## src/rtl/uart_pkg.sv

```systemverilog
// uart_pkg: definitions shared by the UART transmitter and the future receiver.
//   PARITY_*   : parity mode encodings (none / odd / even)
//   tx_state_e : transmitter FSM states
//   frame_bits : serial bit periods in one complete frame
package uart_pkg;

  localparam int PARITY_NONE = 0;
  localparam int PARITY_ODD  = 1;
  localparam int PARITY_EVEN = 2;

  typedef enum logic [2:0] {
    ST_IDLE,
    ST_START,
    ST_DATA,
    ST_PARITY,
    ST_STOP
  } tx_state_e;

  // start + data + optional parity + stop
  function automatic int frame_bits(input int data_bits, input int parity, input int stop_bits);
    return 1 + data_bits + ((parity != PARITY_NONE) ? 1 : 0) + stop_bits;
  endfunction

endpackage

```

## src/rtl/uart_tx_fifo_if.sv

```systemverilog
// uart_tx_fifo_if: valid/ready word handshake into the UART transmit FIFO.
//   data  : word offered by the producer
//   valid : producer has a word on data
//   ready : transmitter can take a word this cycle
// Modports: master = producer side, slave = transmitter side.
interface uart_tx_fifo_if #(
  parameter int DATA_BITS = 8
);
  logic [DATA_BITS-1:0] data;
  logic                 valid;
  logic                 ready;

  modport master (output data, output valid, input ready);
  modport slave  (input data, input valid, output ready);
endinterface

```

## src/rtl/sync_fifo.sv

```systemverilog
// sync_fifo: single-clock FIFO with registered storage and an occupancy count.
//   clock, reset_n : rising-edge clock, synchronous active-low reset (clears pointers)
//   push, wdata    : write wdata when push && !full
//   pop, rdata     : rdata shows the head word; pop && !empty advances it
//   full, empty    : occupancy flags
//   level          : words currently stored (0..DEPTH)
module sync_fifo #(
  parameter int WIDTH = 8,
  parameter int DEPTH = 4
) (
  input  logic                   clock,
  input  logic                   reset_n,
  input  logic                   push,
  input  logic [WIDTH-1:0]       wdata,
  input  logic                   pop,
  output logic [WIDTH-1:0]       rdata,
  output logic                   full,
  output logic                   empty,
  output logic [$clog2(DEPTH):0] level
);
  localparam int AW = $clog2(DEPTH);

  logic [WIDTH-1:0] mem [DEPTH];
  // one extra pointer bit tells full apart from empty
  logic [AW:0]      wptr, rptr;
  logic             do_push, do_pop;

  assign do_push = push && !full;
  assign do_pop  = pop && !empty;
  assign level   = wptr - rptr;
  assign full    = (level == (AW+1)'(DEPTH));
  assign empty   = (wptr == rptr);
  assign rdata   = mem[rptr[AW-1:0]];

  always_ff @(posedge clock) begin
    if (!reset_n) begin
      wptr <= '0;
      rptr <= '0;
    end else begin
      if (do_push) wptr <= wptr + 1'b1;
      if (do_pop)  rptr <= rptr + 1'b1;
    end
  end

  always_ff @(posedge clock) begin
    if (do_push) mem[wptr[AW-1:0]] <= wdata;
  end
endmodule

```

## src/rtl/uart_tx_fifo.sv

```systemverilog
// uart_tx_fifo: UART transmitter fed by a FIFO through a valid/ready handshake.
//   clock, reset_n : rising-edge clock, synchronous active-low reset
//   tx (slave)     : data/valid in, ready out (ready = !full, low during reset)
//   pin            : serial TX line, idles high
//   frame_done     : one-cycle pulse after the last stop bit of every frame
//   busy           : frame in flight or words still queued
//   level          : FIFO occupancy
// Frame: start(0), DATA_BITS data LSB first, optional parity, STOP_BITS stop(1);
// each bit lasts CLOCKS_PER_BIT cycles. Queued frames follow with no idle gap.
module uart_tx_fifo import uart_pkg::*; #(
  parameter int CLOCKS_PER_BIT = 1,
  parameter int DATA_BITS      = 8,
  parameter int PARITY         = PARITY_NONE,
  parameter int STOP_BITS      = 1,
  parameter int FIFO_DEPTH     = 4
) (
  input  logic                        clock,
  input  logic                        reset_n,
  uart_tx_fifo_if.slave               tx,
  output logic                        pin,
  output logic                        frame_done,
  output logic                        busy,
  output logic [$clog2(FIFO_DEPTH):0] level
);
  localparam int TW = $clog2(CLOCKS_PER_BIT + 1);
  localparam int IW = $clog2(frame_bits(DATA_BITS, PARITY, STOP_BITS));

  if (CLOCKS_PER_BIT < 1) begin : g_bad_cpb
    $fatal(1, "uart_tx_fifo: CLOCKS_PER_BIT must be >= 1");
  end
  if (DATA_BITS < 5 || DATA_BITS > 9) begin : g_bad_db
    $fatal(1, "uart_tx_fifo: DATA_BITS must be 5..9");
  end
  if (PARITY < PARITY_NONE || PARITY > PARITY_EVEN) begin : g_bad_par
    $fatal(1, "uart_tx_fifo: PARITY must be 0, 1 or 2");
  end
  if (STOP_BITS < 1 || STOP_BITS > 2) begin : g_bad_stop
    $fatal(1, "uart_tx_fifo: STOP_BITS must be 1 or 2");
  end
  if (FIFO_DEPTH < 2 || (FIFO_DEPTH & (FIFO_DEPTH - 1)) != 0) begin : g_bad_depth
    $fatal(1, "uart_tx_fifo: FIFO_DEPTH must be a power of two >= 2");
  end

  tx_state_e            state;
  logic [TW-1:0]        cnt;
  logic [IW-1:0]        bit_idx;
  logic [DATA_BITS-1:0] sh;
  logic                 par_bit;
  logic                 full, empty, push, pop, wrap, last_stop;
  logic [DATA_BITS-1:0] fifo_q;

  // gating with reset_n keeps ready low during the reset cycle even if full
  assign tx.ready  = reset_n && !full;
  assign push      = tx.valid && tx.ready;
  assign wrap      = (cnt == TW'(CLOCKS_PER_BIT - 1));
  assign last_stop = (bit_idx == IW'(STOP_BITS - 1));
  assign busy      = (state != ST_IDLE) || !empty;

  // pop from idle, or at the very edge the last stop bit ends (back-to-back)
  always_comb begin
    pop = 1'b0;
    if (!empty) begin
      if (state == ST_IDLE)                            pop = 1'b1;
      else if (state == ST_STOP && wrap && last_stop) pop = 1'b1;
    end
  end

  sync_fifo #(.WIDTH(DATA_BITS), .DEPTH(FIFO_DEPTH)) u_fifo (
    .clock   (clock),
    .reset_n (reset_n),
    .push    (push),
    .wdata   (tx.data),
    .pop     (pop),
    .rdata   (fifo_q),
    .full    (full),
    .empty   (empty),
    .level   (level)
  );

  always_ff @(posedge clock) begin
    if (!reset_n) begin
      state      <= ST_IDLE;
      cnt        <= '0;
      bit_idx    <= '0;
      sh         <= '0;
      par_bit    <= 1'b0;
      pin        <= 1'b1;
      frame_done <= 1'b0;
    end else begin
      frame_done <= 1'b0;
      cnt        <= (state == ST_IDLE || wrap) ? '0 : cnt + TW'(1);
      case (state)
        ST_IDLE: begin
          if (pop) begin
            state   <= ST_START;
            sh      <= fifo_q;
            par_bit <= (^fifo_q) ^ (PARITY == PARITY_ODD);
            pin     <= 1'b0;
          end
        end
        ST_START: begin
          if (wrap) begin
            state   <= ST_DATA;
            pin     <= sh[0];
            sh      <= sh >> 1;
            bit_idx <= '0;
          end
        end
        ST_DATA: begin
          if (wrap) begin
            if (bit_idx == IW'(DATA_BITS - 1)) begin
              bit_idx <= '0;
              if (PARITY != PARITY_NONE) begin
                state <= ST_PARITY;
                pin   <= par_bit;
              end else begin
                state <= ST_STOP;
                pin   <= 1'b1;
              end
            end else begin
              bit_idx <= bit_idx + IW'(1);
              pin     <= sh[0];
              sh      <= sh >> 1;
            end
          end
        end
        ST_PARITY: begin
          if (wrap) begin
            state <= ST_STOP;
            pin   <= 1'b1;
          end
        end
        ST_STOP: begin
          if (wrap) begin
            if (last_stop) begin
              frame_done <= 1'b1;
              bit_idx    <= '0;
              if (pop) begin
                state   <= ST_START;
                sh      <= fifo_q;
                par_bit <= (^fifo_q) ^ (PARITY == PARITY_ODD);
                pin     <= 1'b0;
              end else begin
                state <= ST_IDLE;
                pin   <= 1'b1;
              end
            end else begin
              bit_idx <= bit_idx + IW'(1);
            end
          end
        end
        default: begin
          state <= ST_IDLE;
          pin   <= 1'b1;
        end
      endcase
    end
  end
endmodule

```

## src/flat_wrapper.sv

```systemverilog
// flat-port wrapper written by rule: the top's interface ports become plain ports
module uart_tx_fifo_flat import uart_pkg::*;
#(
  parameter int CLOCKS_PER_BIT = 1,
  parameter int DATA_BITS      = 8,
  parameter int PARITY         = PARITY_NONE,
  parameter int STOP_BITS      = 1,
  parameter int FIFO_DEPTH     = 4
)
  (clock, reset_n, pin, frame_done, busy, level, tx_data, tx_valid, tx_ready);
  uart_tx_fifo_if #(.DATA_BITS(DATA_BITS)) tx_i ();
  input  logic clock;
  input  logic reset_n;
  output logic pin;
  output logic frame_done;
  output logic busy;
  output logic [$clog2(FIFO_DEPTH):0] level;
  input wire logic [$bits(tx_i.data)-1:0] tx_data;
  input wire logic [$bits(tx_i.valid)-1:0] tx_valid;
  output wire logic [$bits(tx_i.ready)-1:0] tx_ready;
  assign tx_i.data = tx_data;
  assign tx_i.valid = tx_valid;
  assign tx_ready = tx_i.ready;
  uart_tx_fifo #(.CLOCKS_PER_BIT(CLOCKS_PER_BIT), .DATA_BITS(DATA_BITS), .PARITY(PARITY), .STOP_BITS(STOP_BITS), .FIFO_DEPTH(FIFO_DEPTH)) u_core (.clock(clock), .reset_n(reset_n), .tx(tx_i), .pin(pin), .frame_done(frame_done), .busy(busy), .level(level));
endmodule
```

## config.mk

```make
export PLATFORM = sky130hd
export DESIGN_NAME = uart_tx_fifo_flat
export DESIGN_NICKNAME = d
export VERILOG_FILES = /design/src/rtl/uart_pkg.sv /design/src/rtl/uart_tx_fifo_if.sv /design/src/rtl/sync_fifo.sv /design/src/rtl/uart_tx_fifo.sv /design/src/flat_wrapper.sv
export SDC_FILE = /design/constraint.sdc
export NUM_CORES = 1
export LEC_CHECK = 0
export ABC_AREA = 1
export CAP_MARGIN = 10
export CORE_ASPECT_RATIO = 1.75
export CORE_MARGIN = 2
export CORE_UTILIZATION = 25
export DETAILED_ROUTE_END_ITERATION = 16
export PLACE_DENSITY_LB_ADDON = 0.2
export SYNTH_ARGS = -nofsm -noshare
export SYNTH_HDL_FRONTEND = slang
export SYNTH_SLANG_ARGS = --single-unit
```

## constraint.sdc

```tcl
create_clock -name clock -period 3.1 [get_ports clock]
set_input_delay 0.465 -clock clock [delete_from_list [all_inputs] [get_ports clock]]
set_output_delay 0.465 -clock clock [all_outputs]
set_load 0.05 [all_outputs]
```

* Word level (Yosys, flattened, before mapping) *
Memory sizes are Yosys's and may differ from the RTL's. A register that Yosys moved wholly into a read port is not among the register bits.
Index checks and enable logic that the tools add are counted.

cells by class
  add/sub/neg operators = 5
  $mul = 0
  divide/modulo/power cells = 0
  order comparisons = 0
  equality and inequality tests = 15
  shift-type cells = 0
  muxes and demuxes = 39
  bitwise gates (word level) = 3
  reduce and logical (&&, ||, !) cells = 21

operators with widths
  operator                                               number
  two-way mux 8 bit                                      6
  one-hot mux 8 bit (4 select lines)                     1
  two-way mux 3 bit                                      7
  two-way mux 4 bit                                      5
  two-way mux 1 bit                                      15
  one-hot mux 3 bit (5 select lines)                     1
  inequality test 2 bit, second input constant           6
  one-hot mux 4 bit (3 select lines)                     1
  AND reduction 6 bit                                    2
  AND reduction 7 bit                                    1
  adder 3 x 1 -> 3 bit, second input constant            2
  == test 3 x 2 -> 1 bit, second input constant          2
  == test 3 bit, second input constant                   2
  logical AND 1 bit                                      6
  nonzero test 3 bit                                     2
  one-hot mux 1 bit (5 select lines)                     1
  adder 4 x 1 -> 4 bit, second input constant            1
  == test 4 x 3 -> 1 bit, second input constant          1
  zero test 4 bit                                        1
  two-way mux 2 bit                                      2
  inequality test 2 x 1 -> 1 bit, second input constant  2
  AND reduction 4 bit                                    1
  nonzero test 4 bit                                     1
  == test 3 x 1 -> 1 bit, second input constant          1
  other kinds (9)                                        13

storage, ports and cells
  register bits = 24
  bits in latches = 0
  memory bits (writable) = 32
  memory bits (read-only) = 0
  bits of input ports = 11
  output and inout bits = 7
  memories = 1

memory list
  name               words  bits a word  rd ports  clocked after memory_dff  wr ports  line             source
  u_core.u_fifo.mem  4      8            1         1                         1         sync_fifo.sv:23  logic [WIDTH-1:0] mem [DEPTH];

* Longest topological paths before layout *
  word-level depth = 10
  gate-level depth with buffers = 12
  gate-level depth less buffers = 12

* Cells and area by module *
Synthesis repeated with hierarchy kept, for this count alone.

second synthesis, totals
  cell total of the unflattened synthesis = 324
  area, all modules = 2795.2 um^2

modules (own cells, without submodules)
  module        instances  cells an instance  area an instance (um^2)  seq. area each (um^2)
  sync_fifo     1          150                1714.1                   1121.1
  uart_tx_fifo  1          174                1081.0                   360.3

* Worst setup path before layout *
No wires, ideal clock.

  path type = register -> register
  start point = reg u_core.u_fifo.wptr[0]
  end point = mem u_core.u_fifo.mem[0][0] (enable)
  setup time = 0.371 ns
  data arrival time = 1.808 ns
  required time = 2.729 ns
  slack = 0.922 ns
  cell stages (with the launch flop) = 9
  path buffers = 0
  cells stage by stage = dfxtp_1 > inv_1 > ha_1 > fa_1 > inv_1 > nand2_1 > nand4_1 > nand3_1 > nor2_1

on the way
  cells in the longest elaborated chain, start to end = 8

RTL lines
  element                                  line                                 source
  from (decl)                              sync_fifo.sv:25                      logic [AW:0] wptr, rptr;
  from (signal assigned)                   sync_fifo.sv:40                      if (do_push) wptr <= wptr + 1'b1;
  subtractor 3 bit                         sync_fifo.sv:30                      assign level = wptr - rptr;
  == test 3 bit                            sync_fifo.sv:31                      assign full = (level == (AW+1)'(DEPTH));
  zero test 1 bit                          sync_fifo.sv:28, uart_tx_fifo.sv:53
  logical AND 1 bit                        uart_tx_fifo.sv:53                   assign tx.ready = reset_n && !full;
  logical AND 1 bit                        uart_tx_fifo.sv:54                   assign push = tx.valid && tx.ready;
  logical AND 1 bit                        sync_fifo.sv:28                      assign do_push = push && !full;
  two-way mux 1 bit                        sync_fifo.sv:46                      if (do_push) mem[wptr[AW-1:0]] <= wdata;
  two-way mux 1 bit (implied by the code)  sync_fifo.sv:46
  to (decl)                                sync_fifo.sv:23

Several ways; a longest one is shown, not always the timed one.

* Worst setup path in the final report *
  start point = reg u_core.u_fifo.wptr[0]
  end point = out level[2]

on the way
  cells in the longest elaborated chain, start to end = 1

RTL lines
  element           line                source
  subtractor 3 bit  sync_fifo.sv:30
  to (decl)         flat_wrapper.sv:17  output logic [$clog2(FIFO_DEPTH):0] level;

No other way between the ends.

==> results.yml <==
run_status:
  status: "finished clean"
timing:
  holdWs_ns: 0.479
  fmax_mhz: 346
  hold_viol: 0
  slew_viol_final: 0
  min_period_ns: 2.89
  fin_tns_setup_ns: 0
  finalCritPeriodShare: 0.933
  fin_skew_ns: 0.00520
  tightest_slew_ns: 0.987
  slew_headroom: 0.341
  rsz0062_at_grt: "false"
  setup_viol: 0
synth:
  seq_area_frac_synth: 0.518
  async_flop_share: 0
  ys_warn_count: 0
  synthMostInstantiatedCell: "nand2_1"
  synth_area_leaders: "edfxtp_1, dfxtp_1, nand2_1"
  synth_cell_type_count: 31
  synth_area_um2: 2860
  synth_ff_type: "edfxtp_1"
  avgSynthCellArea_um2: 8.33
  synth_cells: 343
  synthesis.nets: 364
  synth_top_area_share: 0.336
  synth_top_area_cell: "edfxtp_1"
  synth_common_cells: "nand2_1, inv_1, nor2_1"
  synth_edf_count: 32
  ys_seq_elements: 58
pwr:
  total_leakage_power_nw: 1.49
  combPwrFrac: 0.441
  p_int_mw: 2.02
  power_switching_mw: 1.46
  ir_drop_mv: 0.559
  p_clk_frac: 0.254
  p_seq_frac: 0.306
  power_density_nw_per_um2: 1010
  p_sw_frac: 0.420
critical_path:
  timing.rr.end: "u_core.u_fifo.mem[2][5]"
  ff2ff_path_depth: 7
  r2r_setup_slack_ns: 0.86
  crit_cells: 6
  path_buf_inv: 2
  crit_path_cell_trace: "inv_1, ha_1, fa_1, nand3_1, and2_1, clkdlybuf4s50_1"
  critPathLaunchType: "flip-flop"
  path_delay_family: "buffers and inverters"
  slowest_delay_ns: 0.79
  critPathKind: "reg -> out"
  crit_path_top_delay_cell: "clkdlybuf4s50_1"
  required_ns: 2.63
  r2r_start: "u_core.u_fifo.wptr[0]"
  setup.worst_path.end: "level[2]"
  cp-startpoint: "u_core.u_fifo.wptr[0]"
  end_kind: "primary output"
  cp.arrival_ns: 2.43
  worst-path-max-fanout: 5
global_routing:
  antenna_found_initial: 0
  grt_max_degree: 32
  track_usage: 0.107
  overflow: 0
  grt_pass1_wl_um: 10200
  grt_pass1_vias: 2183
clock_network:
  clk_pin_slew_ns: 0.05
  post_cts_buffers: 0
  cts_buffer_depth: 2
  cts_tree: "yes"
  htreeDepth: 3
  cts_resized: 0
  cts_buffers: 9
  cts_root_buffer: "clkbuf_16"
  cts_hold_buf: 0
  cts_sinks: 58
  insertion_delay_ns: 0.32
placed_design:
  placed_area_um2: 3190
  finalWeightedCongestion: 0.781
  dpl.hpwl_um: 4390
  portBuffers: 17
detailed_routing:
  ant_nets: 0
  route.detailed.drc: 0
  first_pass_iters: 4
  drt_wl_total_um: 6080
  wl_per_cell_um: 12.0
  drt_iter0_drc: 89
  vias_per_cell: 4.37
  vias: 2206
layout:
  syn_to_final_growth_pct: 20.8
  antennaDiodeCount: 0
  final_layout_size_suffix_gt1_frac: 0.115
  layout.nets: 389
  final_area_um2: 3450
  post-route-util: 0.309
floorplan:
  start_util: 0.256
  boundaryPins: 18
  die_y_um: 145
  coreArea_um2: 11200
  die_w_um: 84.8
  rows: 51
  dieArea_um2: 12300
worst_hold_path:
  hold_path_class: "reg -> reg"
flow_run:
  drv_cap: 0
==> sequential cells by signal, summed over array words and instances, names as in the netlist, named ones only <==
signal              cells
u_core.u_fifo.mem      32
u_core.sh               8
u_core.bit_idx          4
u_core.state            3
u_core.u_fifo.rptr      3
u_core.u_fifo.wptr      3
u_core.cnt              1
u_core.frame_done       1
u_core.pin              1
==> tightest hold or removal path: stages, from the launching register on <==
cell     delay, ns
dfxtp_1       0.32
a21oi_1       0.04
nor2_1        0.08
==> how the worst min path moves through the flow <==
| stage | startpoint | to | slack (ns) | cells past startpoint |
|---|---|---|---|---|
| after floorplan | u_core.sh[0] | u_core.sh[0] | 0.45 | 2 |
| after global placement | u_core.sh[1] | u_core.sh[1] | 0.47 | 2 |
| after detailed placement | u_core.sh[1] | u_core.sh[1] | 0.47 | 2 |
| after CTS | u_core.sh[1] | u_core.sh[1] | 0.49 | 2 |
| after global routing | u_core.sh[0] | u_core.sh[0] | 0.51 | 2 |
| final | u_core.sh[1] | u_core.sh[1] | 0.48 | 2 |
==> layer usage <==
metal	part of all wire	routed length (um)	vias up	global-route usage
li1	-	-	1144	-
met1	0.40	2410	1024	0.107
met2	0.56	3380	33	0.194
met3	0.030	183	5	0.0295
met4	0.017	106	0	0.0579
met5	0	0	-	0
==> cell families (layout without fill, tap and decap cells) <==
family	Yosys count	after routing	share of synthesized area
AND/OR/NAND/NOR	174	174	0.272
XOR/XNOR	2	2	0.00613
flip-flops	58	58	0.518
buffers and inverters	60	90	0.0841
AO/OA/AOI/OAI	38	38	0.0718
other	1	1	0.00131
adder cells (fa/ha/maj)	10	10	0.0464
==> metrics by stage <==
step                setup slack (ns)  power [mW]  cells
CTS                            0.180        3.54    505
global placement               0.575        2.62    489
detailed placement             0.516        2.64    489
finish                         0.209        3.47    505
floorplan                      0.922        2.25    343
global route                  0.0982        3.78    505
==> cell type report <==
class | count | area, um2
Fill cell | 1168 | 7710
Tap cell | 132 | 165
Clock inverter | 4 | 20.0
Timing Repair Buffer | 22 | 205
Sequential cell | 58 | 1480
Inverter | 52 | 198
Clock buffer | 12 | 246
Multi-Input combinational cell | 225 | 1140
==> power by group through the flow <==
stage	logic (mW)	clock network (mW)	registers (mW)
final	1.53	0.881	1.06
after global routing	1.74	0.943	1.09
after CTS	1.57	0.910	1.06
after detailed placement	1.56	0	1.08
after global placement	1.55	0	1.07
after floorplan	1.22	0	1.03
==> layout by cell type (no fill, tap or decap), types with 2 or more instances in the layout <==
cell type | netlist | layout
edfxtp_1 | 32 | 32
a21oi_1 | 20 | 20
ha_1 | 9 | 9
dfxtp_1 | 26 | 26
nand3b_1 | 2 | 2
nor2_4 | 2 | 2
nand2_1 | 77 | 77
o21ai_0 | 11 | 11
buf_4 | 1 | 6
xor2_1 | 2 | 2
or2_2 | 7 | 7
clkbuf_1 | 4 | 2
inv_1 | 47 | 47
clkbuf_16 | 0 | 9
clkdlybuf4s50_1 | 0 | 16
nand2_2 | 7 | 7
nor2_1 | 43 | 43
nand4_1 | 4 | 4
nand3_1 | 27 | 27
inv_2 | 4 | 4
clkinv_2 | 0 | 4
a21boi_0 | 6 | 6
No activity file was read; power rests on OpenSTA's default activity.
